## src/rtl/ahblite_busmatrix_arbiter_rr.sv

```systemverilog
// ahblite_busmatrix_arbiter_rr
// Per-output-stage arbiter for the AHB-Lite bus matrix. Picks which input
// stage drives this output stage, using fixed or round-robin priority.
// The grant is held across fixed-length bursts, undefined-length INCR
// bursts and locked transfers.
//
// Handshake: HREADY_OUT is the single enable for every decision. On a rising
// HCLK edge with HREADY_OUT=1, the burst tracker and the grant both advance.
// With HREADY_OUT=0 all state holds, whatever REQ or HTRANS_OUT show.
// A beat is accepted when HREADY_OUT=1, HSEL_OUT=1 and HTRANS_OUT[1]=1.
module ahblite_busmatrix_arbiter_rr #(
  parameter int NUM_PORTS = 4,
  parameter int SEL_W     = 2,
  parameter int RR_MODE   = 1
) (
  input  logic                 HCLK,
  input  logic                 HRESETn,
  input  logic [NUM_PORTS-1:0] REQ,
  input  logic                 HREADY_OUT,
  input  logic                 HSEL_OUT,
  input  logic [1:0]           HTRANS_OUT,
  input  logic [2:0]           HBURST_OUT,
  input  logic                 HMASTLOCK_OUT,
  output logic [SEL_W-1:0]     PORT_SEL,
  output logic [NUM_PORTS-1:0] PORT_GRANT,
  output logic                 PORT_NOSEL,
  output logic [1:0]           arb_state
);

  // AHB transfer types
  localparam logic [1:0] TR_IDLE   = 2'b00;
  localparam logic [1:0] TR_NONSEQ = 2'b10;
  localparam logic [1:0] TR_SEQ    = 2'b11;

  // AHB burst encodings
  localparam logic [2:0] BU_SINGLE = 3'd0;
  localparam logic [2:0] BU_INCR   = 3'd1;
  localparam logic [2:0] BU_WRAP4  = 3'd2;
  localparam logic [2:0] BU_INCR4  = 3'd3;
  localparam logic [2:0] BU_WRAP8  = 3'd4;
  localparam logic [2:0] BU_INCR8  = 3'd5;

  // Owner index a round-robin search continues from after reset, so port 0
  // wins first.
  localparam logic [SEL_W-1:0] LAST_RST = SEL_W'(NUM_PORTS - 1);

  // One-hot seed used to decode the grant vector
  localparam logic [NUM_PORTS-1:0] ONE_HOT0 = {{(NUM_PORTS-1){1'b0}}, 1'b1};

  typedef enum logic [1:0] {
    ST_NOSEL  = 2'd0,  // no input stage owns the output stage
    ST_OWNED  = 2'd1,  // granted, free to re-arbitrate on the next update
    ST_LOCKED = 2'd2   // granted, held by burst, INCR or HMASTLOCK
  } state_t;

  // Registered state
  state_t               state_q, state_d;
  logic [SEL_W-1:0]     sel_q, sel_d;
  logic [SEL_W-1:0]     last_q, last_d;
  logic [NUM_PORTS-1:0] grant_q, grant_d;
  logic [3:0]           beats_q, beats_d;
  logic                 incr_q, incr_d;

  // Combinational helpers
  logic                 lock_d;
  logic                 req_any;
  logic [SEL_W-1:0]     win;
  logic                 found;
  int                   start_i;
  int                   idx;

  assign req_any = |REQ;

  // Burst tracker: count the beats left in a fixed burst, and flag an
  // undefined-length INCR burst that is still open.
  always_comb begin
    beats_d = beats_q;
    incr_d  = incr_q;
    if (HREADY_OUT) begin
      if (HSEL_OUT && (HTRANS_OUT == TR_NONSEQ)) begin
        // A new burst starts. This also covers a NONSEQ that arrives before
        // an earlier burst has finished.
        case (HBURST_OUT)
          BU_SINGLE, BU_INCR: beats_d = 4'd0;
          BU_WRAP4, BU_INCR4: beats_d = 4'd3;
          BU_WRAP8, BU_INCR8: beats_d = 4'd7;
          default:            beats_d = 4'd15;
        endcase
        incr_d = (HBURST_OUT == BU_INCR);
      end else if (HSEL_OUT && (HTRANS_OUT == TR_SEQ)) begin
        // Saturate at zero so a stray SEQ never wraps the counter.
        if (beats_q != 4'd0) begin
          beats_d = beats_q - 4'd1;
        end
      end else if (HTRANS_OUT == TR_IDLE) begin
        // IDLE on a ready cycle ends any burst early.
        beats_d = 4'd0;
        incr_d  = 1'b0;
      end
    end
    lock_d = (beats_d != 4'd0) | incr_d | HMASTLOCK_OUT;
  end

  // Winner search: fixed priority (lowest index) or round-robin, starting
  // just above the last owner. The wrap is modulo NUM_PORTS, so unused
  // indices of a non-power-of-two port count are never selected.
  always_comb begin
    win     = '0;
    found   = 1'b0;
    start_i = 0;
    idx     = 0;
    if (RR_MODE != 0) begin
      start_i = (int'(last_q) >= NUM_PORTS - 1) ? 0 : int'(last_q) + 1;
      for (int k = 0; k < NUM_PORTS; k++) begin
        idx = start_i + k;
        if (idx >= NUM_PORTS) begin
          idx = idx - NUM_PORTS;
        end
        if (!found && REQ[idx]) begin
          found = 1'b1;
          win   = SEL_W'(idx);
        end
      end
    end else begin
      for (int k = NUM_PORTS - 1; k >= 0; k--) begin
        if (REQ[k]) begin
          win = SEL_W'(k);
        end
      end
    end
  end

  // Grant FSM next state. A held lock keeps the owner even if it drops REQ.
  // Otherwise the arbiter re-arbitrates using this edge's REQ, so a lock
  // release and a competing request on the same edge hand over immediately.
  always_comb begin
    state_d = state_q;
    sel_d   = sel_q;
    last_d  = last_q;
    grant_d = grant_q;
    if (HREADY_OUT) begin
      if ((state_q != ST_NOSEL) && lock_d) begin
        state_d = ST_LOCKED;
      end else if (req_any) begin
        state_d = lock_d ? ST_LOCKED : ST_OWNED;
        sel_d   = win;
        last_d  = win;
        grant_d = ONE_HOT0 << win;
      end else begin
        // Nobody is asking. PORT_SEL parks on the last owner.
        state_d = ST_NOSEL;
        grant_d = '0;
      end
    end
  end

  // State registers; reset abandons any burst in progress.
  always_ff @(posedge HCLK or negedge HRESETn) begin
    if (!HRESETn) begin
      state_q <= ST_NOSEL;
      sel_q   <= '0;
      last_q  <= LAST_RST;
      grant_q <= '0;
      beats_q <= 4'd0;
      incr_q  <= 1'b0;
    end else begin
      state_q <= state_d;
      sel_q   <= sel_d;
      last_q  <= last_d;
      grant_q <= grant_d;
      beats_q <= beats_d;
      incr_q  <= incr_d;
    end
  end

  assign PORT_SEL   = sel_q;
  assign PORT_GRANT = grant_q;
  assign PORT_NOSEL = (state_q == ST_NOSEL);
  assign arb_state  = state_q;

endmodule
```

## config.mk

```make
export PLATFORM = sky130hd
export DESIGN_NAME = ahblite_busmatrix_arbiter_rr
export DESIGN_NICKNAME = d
export VERILOG_FILES = /design/src/rtl/ahblite_busmatrix_arbiter_rr.sv
export SDC_FILE = /design/constraint.sdc
export NUM_CORES = 1
export LEC_CHECK = 0
export BUFFER_PORTS_ARGS = -buffer_cell sky130_fd_sc_hd__buf_2
export CAP_MARGIN = 20
export CORE_MARGIN = 8
export CORE_UTILIZATION = 53
export CTS_CLUSTER_DIAMETER = 60
export DETAILED_ROUTE_END_ITERATION = 8
export PLACE_DENSITY = 0.78
export SYNTH_ARGS = -nofsm -noshare
export SYNTH_HDL_FRONTEND = slang
export SYNTH_SLANG_ARGS = --single-unit
export TNS_END_PERCENT = 100
```

## constraint.sdc

```tcl
create_clock -name HCLK -period 3.05 [get_ports HCLK]
set_clock_uncertainty 0.05 [all_clocks]
set_input_delay 0.1525 -clock HCLK [delete_from_list [all_inputs] [get_ports HCLK]]
set_output_delay 0.1525 -clock HCLK [all_outputs]
set_load 0.02 [all_outputs]
```

==> flow_summary_export.csv, run 1 <==
group,metric,value,unit
run_status,status,"finished clean",
clocking,clkLatencyLatePin,0.29,ns
worst_setup_path,cp.required,3.17,ns
floorplanning,die_h,61.8,µm
global_route,antenna_found_initial,0,
route,wire_per_inst,15.7,µm
floorplanning,die_area,3820,µm²
sta,post-route-period-util,75.8,%
min_path,worstHoldStart,"HBURST_OUT[0]",
final_layout,finalInstanceArea,1280,µm²
yosys,synth-main-ff-cell,"dfrtp_1",
worst_setup_path,startpoint_type,"flip-flop",
floorplanning,io-pin-count,23,
clocking,clockBufferDepth,2,
placement,gp_congestion,0.840,
placement,dpl.hpwl,2.19,mm
final_layout,antennaDiodeCount,0,
sta,grt_setup_unrepaired,"no",
global_route,grt_pass1_wl,4.60,mm
floorplanning,coreArea,1980,µm²
route,num_vias,1112,
placement,io_buffers,22,
yosys,synth_seq_area_share,33.9,%
yosys,synth-seq-cells,15,
clocking,clock-root-buffer,"clkbuf_4",
worst_setup_path,crit_arrival,2.43,ns
route,ant_nets,0,
final_layout,seqCellArea,378,µm²
power_and_ir_drop,combPwrFrac,56.0,%
worst_setup_path,path_max_fanout,5,
worst_setup_path,worstReg2RegStart,"beats_q[0]",
global_route,grt_pass1_vias,1114,
power_and_ir_drop,clock_power_share,11.6,%
worst_setup_path,rrSetupSlack,0.74,ns
job,drv_cap,0,
global_route,gr-total-overflow,0,
yosys,ys_warn_count,0,
yosys,synthCells,126,
yosys,synth_area,1110,µm²
worst_setup_path,crit_start,"beats_q[0]",
route,vias_per_cell,6.25,
placement,dpl_cell_area,1240,µm²
floorplanning,initial_core_util,56.2,%
route,drc,0,
sta,fmax,0.432,GHz
clocking,numCtsBuffers,3,
power_and_ir_drop,sequentialPowerShare,32.3,%
clocking,cts_resized,0,
power_and_ir_drop,leakagePower,0.572,nW
floorplanning,die_w,61.8,µm
power_and_ir_drop,intPower,0.000557,W
sta,period_needed,2.31,ns
final_layout,fin_nets,168,
final_layout,multiInputGateArea,697,µm²
worst_setup_path,rr_worst_depth,8,
route,drtIter0Drc,57,
yosys,synth_async_sr_flop_share,100,%
sta,worst-slew-pin-transition,0.537,ns
final_layout,syn_to_final_growth,15.1,%
route,first_pass_iters,5,
worst_setup_path,critPathKind,"reg -> reg",
floorplanning,num_rows,16,
power_and_ir_drop,switching_share,44.7,%
power_and_ir_drop,powerDensity,786,nW/µm²
sta,final-setup-viol-count,0,
final_layout,post-route-util,64.6,%
power_and_ir_drop,switchingPower,0.000450,W
route,totalWireLength,2.80,mm
final_layout,fillCellCount,164,
sta,finalHoldViolCount,0,
clocking,htree_levels,1,
clocking,clkTransAtPathRegs,0.08,ns
yosys,synth_nets,142,
sta,finalMaxSlewViolations,0,
min_path,hold_path.class,"in -> reg",
global_route,grt_max_degree,17,
yosys,avgSynthCellArea,8.84,µm²
worst_setup_path,reg2reg_to,"PORT_SEL[1]",
global_route,track_usage,15.9,%
clocking,tritoncts,"done",
clocking,clock-sinks,15,
yosys,synth_cell_type_count,50,
sta,tns,0,ns
power_and_ir_drop,total_power,0.00101,W
worst_setup_path,cp-end-kind,"flip-flop",
sta,maxSlewHeadroom,63.9,%
final_layout,drive_gt1_share,26.5,%
yosys,synth-edff-count,0,
worst_setup_path,crit_path_end,"PORT_SEL[1]",
power_and_ir_drop,vdd_drop_max,501,µV
-- cells in the final DEF, fill, tap and decap left out, types with 4 or more instances in the layout --
cell | Yosys | routed
a21oi_1 | 5 | 5
a31oi_1 | 4 | 4
buf_2 | 1 | 22
dfrtp_1 | 13 | 13
inv_1 | 7 | 7
nand2_1 | 11 | 11
nand3_1 | 5 | 5
nor2_1 | 11 | 11
nor2b_1 | 4 | 4
o211ai_1 | 5 | 5
o31ai_1 | 4 | 4
-- repair_timing --
action | 4_1_cts | 5_1_grt
buffers inserted | 0 | 0
hold buffers | 1 | 0
hold endpoints to repair | 13 | 0
-- per-stage QoR --
step | cells | hold WS [ns] | setup WS, ns
after floorplan | 126 | -0.193 | 0.923
after global placement | 173 | 0.0245 | 0.856
after detailed placement | 173 | 0.0276 | 0.759
after CTS | 178 | 0.190 | 0.743
after global routing | 178 | 0.202 | 0.610
final | 178 | 0.181 | 0.737
-- power by group through the flow --
stage	clock (W)	sequential, W	combinational (W)
finish	0.000117	0.000326	0.000564
global route	0.000126	0.000334	0.000625
CTS	0.000113	0.000325	0.000562
detailed placement	0	0.000328	0.000559
global placement	0	0.000324	0.000545
floorplan	0	0.000364	0.000383
-- logic make-up (layout without fill, tap and decap cells) --
kind of cell    count (synthesis)  after routing  share of synthesized area (%)
buf+inv                         9             34                           3.48
mux                             1              1                          0.899
compound gates                 41             41                           29.1
simple gates                   58             58                           30.3
flops                          15             15                           33.9
fa+ha+maj                       2              2                           2.25
-- state kept, by name, summed over array words and instances, names as in the netlist --
name        flops
PORT_GRANT      4
beats_q         4
PORT_SEL        2
arb_state       2
last_q          2
incr_q          1
-- per-layer routing --
layer	global-route usage, %	vias to the layer above	part of all wire, %
met5	0	-	0
met4	8.44	0	1.1
met3	4.12	6	7.6
met2	29.0	50	50
met1	16.1	525	41
li1	-	531	-
-- worst min-delay path by stage --
stage | endpoint | slack (ns) | cells after the start
global placement | PORT_SEL[0] | 0.02 | 1
CTS | incr_q | 0.19 | 3
floorplan | PORT_GRANT[0] | -0.19 | 0
finish | incr_q | 0.18 | 3
detailed placement | PORT_GRANT[0] | 0.03 | 1
global route | incr_q | 0.20 | 3
-- worst max-delay path, stage by stage (launching register included) --
cell and delay [ns]:
dfrtp_1 0.41, inv_1 0.08, ha_1 0.18, nor3b_2 0.22
or2_1 0.17, or3b_4 0.43, a211o_1 0.37, o211ai_1 0.19
o31ai_1 0.09
-- cells in the mapped netlist (all sizes together) (3+ instances only) --
master | instances | share of area [%]
a21oi | 7 | 4.5
a31oi | 4 | 2.2
a211oi | 3 | 2.9
nor2 | 11 | 3.7
a211o | 3 | 2.4
o211ai | 5 | 3.4
nand4 | 3 | 1.7
dfrtp | 13 | 29
nand3 | 6 | 3.1
nand2b | 3 | 1.7
nor2b | 5 | 3.5
inv | 7 | 2.4
o31ai | 4 | 2.7
and2 | 3 | 1.8
nand2 | 11 | 3.7
-- layout make-up --
| class | instances | area share, % |
|---|---|---|
| Multi-Input combinational cell | 102 | 54.4 |
| Tap cell | 27 | 2.64 |
| Inverter | 7 | 2.05 |
| Timing Repair Buffer | 23 | 9.37 |
| Sequential cell | 15 | 29.5 |
| Clock buffer | 4 | 2.05 |
Note: power is estimated with default switching activity, not from simulation.
==> inputs of run 2 (changes only) <==
==> constraint.sdc (replaced) <==
create_clock -name HCLK -period 2.3 [get_ports HCLK]
set_clock_uncertainty 0.05 [all_clocks]
set_input_delay 0.115 -clock HCLK [delete_from_list [all_inputs] [get_ports HCLK]]
set_output_delay 0.115 -clock HCLK [all_outputs]
set_load 0.02 [all_outputs]
==> flow_summary_export.csv, run 2 (same netlist as run 1, synthesis figures left out) <==
group,metric,value,unit
clocking,htree_levels,1,
clocking,clockBufferDepth,2,
sta,fmax,0.437,GHz
clocking,clock-root-buffer,"clkbuf_4",
power_and_ir_drop,combPwrFrac,57.4,%
sta,setup_slack,0.00918,ns
route,totalWireLength,2.87,mm
global_route,grt_pass1_wl,4.59,mm
sta,maxSlewHeadroom,65.6,%
final_layout,fin_nets,169,
sta,finalMaxSlewViolations,0,
final_layout,post-route-util,66.4,%
placement,post-place-ws,0.00897,ns
min_path,hold_depth,3,
floorplanning,num_rows,16,
sta,tns,0,ns
sta,grt_setup_unrepaired,"yes",
placement,gp_congestion,0.840,
floorplanning,coreArea,1980,µm²
worst_setup_path,cp.required,2.41,ns
route,num_vias,1127,
floorplanning,die_area,3820,µm²
power_and_ir_drop,vdd_drop_max,658,µV
worst_setup_path,crit_chain,"inv_2 -> ha_2 -> nor3b_4 -> or2_1 -> or3b_4 -> a211o_1 -> o211ai_1 -> o31ai_1",
route,first_pass_iters,5,
min_path,worstHoldStart,"HBURST_OUT[0]",
route,wire_per_inst,16.0,µm
sta,post-route-period-util,99.6,%
min_path,hold_path.class,"in -> reg",
worst_setup_path,crit_arrival,2.40,ns
min_path,hold_end,"incr_q",
placement,io_buffers,22,
power_and_ir_drop,switchingPower,0.000617,W
final_layout,syn_to_final_growth,18.1,%
worst_setup_path,startpoint_type,"flip-flop",
worst_setup_path,critPathKind,"reg -> reg",
route,vias_per_cell,6.30,
final_layout,multiInputGateArea,723,µm²
power_and_ir_drop,leakagePower,0.579,nW
worst_setup_path,cp-end-kind,"flip-flop",
final_layout,drive_gt1_share,30.3,%
route,ant_nets,0,
clocking,clock-sinks,15,
sta,period_needed,2.29,ns
sta,finalHoldViolCount,0,
global_route,grt_pass1_vias,1107,
power_and_ir_drop,total_power,0.00138,W
final_layout,seqCellArea,378,µm²
power_and_ir_drop,switching_share,44.8,%
clocking,clkLatencyLatePin,0.29,ns
route,drc,0,
power_and_ir_drop,sequentialPowerShare,31.6,%
worst_setup_path,worstReg2RegStart,"beats_q[0]",
final_layout,mostFrequentLayoutCells,"buf_2, dfrtp_1, nor2_1, nand2_1, inv_1",
final_layout,layout_commonest_cell,"buf_2",
job,drv_cap,0,
global_route,track_usage,15.9,%
run_status,status,"finished clean",
floorplanning,io-pin-count,23,
clocking,tritoncts,"done",
clocking,clkTransAtPathRegs,0.08,ns
power_and_ir_drop,powerDensity,1050,nW/µm²
sta,final-setup-viol-count,0,
worst_setup_path,rr_worst_depth,8,
final_layout,fillCellCount,161,
worst_setup_path,cp_slowest_stage_delay,0.43,ns
route,drtIter0Drc,56,
floorplanning,die_h,61.8,µm
floorplanning,die_w,61.8,µm
power_and_ir_drop,intPower,0.000761,W
global_route,antenna_found_initial,0,
floorplanning,initial_core_util,56.2,%
power_and_ir_drop,clock_power_share,11.0,%
worst_setup_path,rrSetupSlack,0.009,ns
clocking,numCtsBuffers,3,
worst_setup_path,path_max_fanout,5,
worst_setup_path,reg2reg_to,"PORT_SEL[1]",
worst_setup_path,slowest_stage,"or3b_4",
global_route,gr-total-overflow,0,
global_route,grt_max_degree,17,
worst_setup_path,crit_start,"beats_q[0]",
placement,dpl.hpwl,2.19,mm
sta,worst-slew-pin-transition,0.512,ns
final_layout,antennaDiodeCount,0,
## run 2: changes by cell type in the layout (fill, tap and decap cells not counted), sizes merged
cell	change
buf	+1
## run 2: per-stage QoR
stage	hold slack (ns)	std cells	cell area, µm²
finish	0.146	179	1320
global route	0.164	179	1320
CTS	0.152	178	1290
detailed placement	-0.00995	173	1240
global placement	-0.0130	173	1240
floorplan	-0.231	126	1110
## run 2: worst max-delay path: cells and delay by family, from the launching register on
family                     cells  cell delay (ns)
and+or+nand+nor                3             0.80
AOI/OAI and AO/OA              3             0.64
DFF                            1             0.42
adders and majority gates      1             0.18
buffers and inverters          1             0.07
## run 2: area by class of cell
class	instances	share of cell area (%)
multi-input cells	102	55.0
flip-flops and latches	15	28.7
repair buffers	24	9.71
well taps	27	2.57
clock buffers	4	2.00
inverters	7	2.00
## run 2: worst max path at each step
stage,to,slack [ns],depth (start not counted)
after floorplan,PORT_SEL[1],0.17,8
after global placement,PORT_SEL[1],0.11,8
after detailed placement,PORT_SEL[1],0.009,8
after CTS,last_q[0],0.0004,8
after global routing,PORT_SEL[1],-0.07,8
final,PORT_SEL[1],0.009,8
## run 2: timing repair
| item | 4_1_cts | 5_1_grt |
|---|---|---|
| pin swaps | 1 | 7 |
| endpoints found under the hold margin | 15 | 0 |
| gates resized for setup | 1 | 5 |
| setup endpoints to repair | 1 | 7 |
| hold buffers | 1 | 0 |
| setup buffers | 0 | 1 |
## run 2: power by group through the flow
| stage | Sequential [W] | Combinational, W | Clock (W) |
|---|---|---|---|
| 2_1_floorplan | 0.000482 | 0.000508 | 0 |
| 3_3_place_gp | 0.000430 | 0.000722 | 0 |
| 3_5_place_dp | 0.000435 | 0.000741 | 0 |
| 4_1_cts | 0.000433 | 0.000755 | 0.000150 |
| 5_1_grt | 0.000446 | 0.000872 | 0.000168 |
| 6_report | 0.000436 | 0.000791 | 0.000152 |
## run 2: metal layers
metal	vias to the layer above	part of all wire, %	track usage (%)
met4	0	0.70	7.79
met2	42	51	29.1
li1	534	-	-
met5	-	0	0
met1	547	42	16.1
met3	4	6.9	4.12
